==> src/rtl/c_element_pipeline.sv <==
// c_element_pipeline: DEPTH-stage Muller C-element handshake FIFO with WIDTH-bit bundled data.
// Define SYNC_IN_EN to pass req_in/ack_in through 2-flop synchronisers.
module c_element_pipeline #(
  parameter int DEPTH      = 4,
  parameter int WIDTH      = 8,
  parameter bit FOUR_PHASE = 1'b0
) (
  input  logic             clk,
  input  logic             rst,
  input  logic             req_in,
  input  logic [WIDTH-1:0] data_in,
  output logic             ack_out,
  output logic             req_out,
  output logic [WIDTH-1:0] data_out,
  input  logic             ack_in,
  output logic             busy
);
  logic req_s, ack_s;
`ifdef SYNC_IN_EN
  logic [1:0] req_q, ack_q;
  always_ff @(posedge clk)
    if (rst) begin
      req_q <= '0;
      ack_q <= '0;
    end else begin
      req_q <= {req_q[0], req_in};
      ack_q <= {ack_q[0], ack_in};
    end
  assign req_s = req_q[1];
  assign ack_s = ack_q[1];
`else
  assign req_s = req_in;
  assign ack_s = ack_in;
`endif
  logic [DEPTH-1:0] c, a, b, nc, we;
  logic [DEPTH-1:0][WIDTH-1:0] d, din;
  assign a   = {c[DEPTH-2:0], req_s};
  assign b   = ~{ack_s, c[DEPTH-1:1]};
  // C-element: follow the inputs when they agree, otherwise hold
  assign nc  = (a & b) | (c & (a | b));
  assign we  = FOUR_PHASE ? (nc & ~c) : (nc ^ c);
  assign din = {d[DEPTH-2:0], data_in};
  always_ff @(posedge clk)
    if (rst) begin
      c <= '0;
      d <= '0;
    end else begin
      c <= nc;
      for (int i = 0; i < DEPTH; i++)
        if (we[i]) d[i] <= din[i];
    end
  assign ack_out  = c[0];
  assign req_out  = c[DEPTH-1];
  assign data_out = d[DEPTH-1];
  assign busy     = |(c ^ {ack_in, c[DEPTH-1:1]});
endmodule

==> config.mk <==
export PLATFORM = sky130hd
export DESIGN_NAME = c_element_pipeline
export DESIGN_NICKNAME = d
export VERILOG_FILES = /design/src/rtl/c_element_pipeline.sv
export SDC_FILE = /design/constraint.sdc
export NUM_CORES = 1
export LEC_CHECK = 0
export BUFFER_PORTS_ARGS = -buffer_cell sky130_fd_sc_hd__clkbuf_2
export CAP_MARGIN = 20
export CELL_PAD_IN_SITES_DETAIL_PLACEMENT = 1
export CELL_PAD_IN_SITES_GLOBAL_PLACEMENT = 1
export CORE_MARGIN = 8
export CORE_UTILIZATION = 35
export DETAILED_ROUTE_END_ITERATION = 10
export GPL_ROUTABILITY_DRIVEN = 1
export HOLD_SLACK_MARGIN = 0.15
export PLACE_DENSITY_LB_ADDON = 0.15
export SYNTH_ARGS = -nofsm -noshare
export SYNTH_HDL_FRONTEND = slang
export SYNTH_SLANG_ARGS = --single-unit
==> constraint.sdc <==
create_clock -name clk -period 2.5 [get_ports clk]
set_input_delay 0.125 -clock clk [delete_from_list [all_inputs] [get_ports clk]]
set_output_delay 0.125 -clock clk [all_outputs]
set_load 0.02 [all_outputs]
==> impl_metrics.tcl <==
set metrics [dict create \
    syn_to_final_growth_pct 16.3 \
    grt_pass1_vias 1075 \
    cp_data_required_time_ns 2.38 \
    rows 24 \
    drv_cap 0 \
    avgViaCountPerCell 4.69 \
    drt-wirelength-per-cell_um 13.0 \
    min_period_ns 1.79 \
    port_buffers 22 \
    ff2ff_setup_slack_ns 1.03 \
    syn_nets 164 \
    switching_share_pct 24.1 \
    hold_slack_ns 0.166 \
    critPathMaxFanout 13 \
    overflow 0 \
    syn_area_per_cell_um2 10.6 \
    postCtsHoldBufs 8 \
    synth_top_area_share_pct 44.6 \
    tightest_slew_ns 0.641 \
    drtIter0Drc 82 \
    synth-main-ff-cell "dfxtp_1" \
    htreeDepth 2 \
    fin_crit_sh_pct 71.6 \
    grt_max_degree 45 \
    vias 1064 \
    status "finished, final reports clean" \
    final_hold_viol_count 0 \
    clock_power_share_pct 38.1 \
    internal_power_uw 987 \
    synth-seq-cells 36 \
    numClockSinks 36 \
    path_class "reg -> out" \
    ys_top_cells_by_count "nand2b_1, dfxtp_1, mux2i_1, buf_4, clkbuf_1" \
    first_pass_iters 4 \
    utilization_pct 42.6 \
    ios 23 \
    power_density_nw_per_um2 691 \
    grt_setup_unrepaired "no" \
    yosysTopAreaCell "dfxtp_1" \
    timing.rr.start "c[1]" \
    r2r_end "d[23]" \
    post-place-ws_ns 1.00 \
    drc 0 \
    drt-total-wl_um 2940 \
    ant_nets 0 \
    finalSetupViolations 0 \
    p_leak_uw 0.000821 \
    grt_usage_pct 8.59 \
    antenna_found_initial 0 \
    final_layout_size_suffix_gt1_share_pct 20.0 \
    yosysWarnings 0 \
    cts_tree "built" \
    yosysSeqAreaShare_pct 44.6 \
    finClkSkew_ns 0.00621 \
    critPathLaunch "c[1]" \
    dp_hpwl_um 2130 \
    cts_made_buffers 5 \
    yosys-top-cells-area "dfxtp_1, mux2i_1, nand2b_1" \
    synth.most_common_cell "nand2b_1" \
    place.gp.congestion 0.667 \
    p_sw_uw 313 \
    dieArea_um2 7050 \
    dieHeight_um 84.0 \
    n_antenna_cell 0 \
    initial_core_util_pct 36.6 \
    clkSlewWorstSetupHoldPaths_ns 0.07 \
    finalSetupTns_ns 0 \
    core_area_um2 4410 \
    grt_pass1_wl_um 5020 \
    cts-root-buf "clkbuf_8" \
    setup_ws_ns 0.711 \
    maxSlewViolCount 0 \
    syn_area_um2 1620 \
    endpoint_kind "primary output" \
    reg2reg_depth 3 \
    synthArstFlopShare_pct 0 \
    cts_setup_buffers 0 \
    fmax_ghz 0.559 \
    die-width_um 84.0 \
    insertion_delay_ns 0.28 \
    arrival_ns 1.66 \
    synth_edf_count 0 \
    hp-class "in -> reg" \
    pwr-share-seq_pct 48.0 \
    ctsResizeCount 0 \
    maxSlewHeadroom_pct 57.3 \
    startpoint_type "flop" \
    peakVddDrop_uv 330 \
    fin_nets 186 \
    synth_cells 152 \
    clk_path_buf_depth 2 \
    cp-endpoint "busy" \
    pwr-share-comb_pct 13.8 \
    ys_types 26 \
]
==> layout make-up <==
type | instances | area, um2
inverter | 2 | 7.51
fill | 483 | 2530
multi-input combinational | 99 | 790
tap | 52 | 65.1
clock inverter | 2 | 35.0
clock buffer | 6 | 72.6
sequential | 36 | 721
timing repair buffer | 30 | 190
==> critical path: stages, from the launching register on <==
cell	delay, ns
dfxtp_1	0.47
or4_1	0.57
o22a_1	0.19
clkbuf_2	0.15
==> metrics by stage <==
stage	total power, uW	std cells	area [um2]
final	1300	227	1880
after global routing	1370	227	1880
after CTS	1320	227	1880
after detailed placement	811	211	1690
after global placement	802	211	1690
after floorplan	776	152	1620
==> cell usage in the layout, fill, tap and decap left out, types with 2 or more instances in the layout <==
master         count
nand2_1            2
clkbuf_8           5
o21ai_0            2
inv_1              2
nand2b_1          42
mux2i_1           32
o22a_1             2
nor2b_1            2
dlygate4sd3_1      8
a21oi_4            2
a21oi_1            3
clkbuf_2          22
dfxtp_1           36
==> how the worst min path moves through the flow <==
stage                    start  endpoint  slack [ns]  depth (start not counted)
global placement    data_in[7]      d[7]        0.37                          3
detailed placement  data_in[5]      d[5]        0.39                          3
finish                  req_in      c[0]        0.17                          3
floorplan               req_in      c[0]        0.27                          2
global route            req_in      c[0]        0.18                          3
CTS                     req_in      c[0]        0.16                          3
==> per-layer routing <==
layer	track usage, %	part of all wire [%]	vias up
met3	3.52	5.2	5
met1	10.0	48	493
li1	-	-	547
met4	4.24	1.4	0
met5	0	0	-
met2	13.2	45	19
==> registers in the layout, indices dropped and copies added (netlist names) <==
name      count
c             4
d            24
data_out      8
==> power by group through the flow <==
| stage | Clock [uW] | Sequential, uW | Combinational (uW) |
|---|---|---|---|
| after global routing | 545 | 629 | 196 |
| after floorplan | 0 | 624 | 152 |
| after CTS | 516 | 625 | 184 |
| final | 495 | 624 | 180 |
| after detailed placement | 0 | 638 | 173 |
| after global placement | 0 | 635 | 167 |
==> cells by family (layout without fill, tap and decap cells) <==
group	Yosys count	after routing	share of synthesized area (%)
AOI/OAI and AO/OA	13	13	7.82
adders and majority gates	1	1	0.619
buffers and inverters	17	40	6.58
muxes	32	32	19.8
and+or+nand+nor	53	53	20.6
DFF	36	36	44.6
Note: power is estimated with default switching activity, not from simulation.
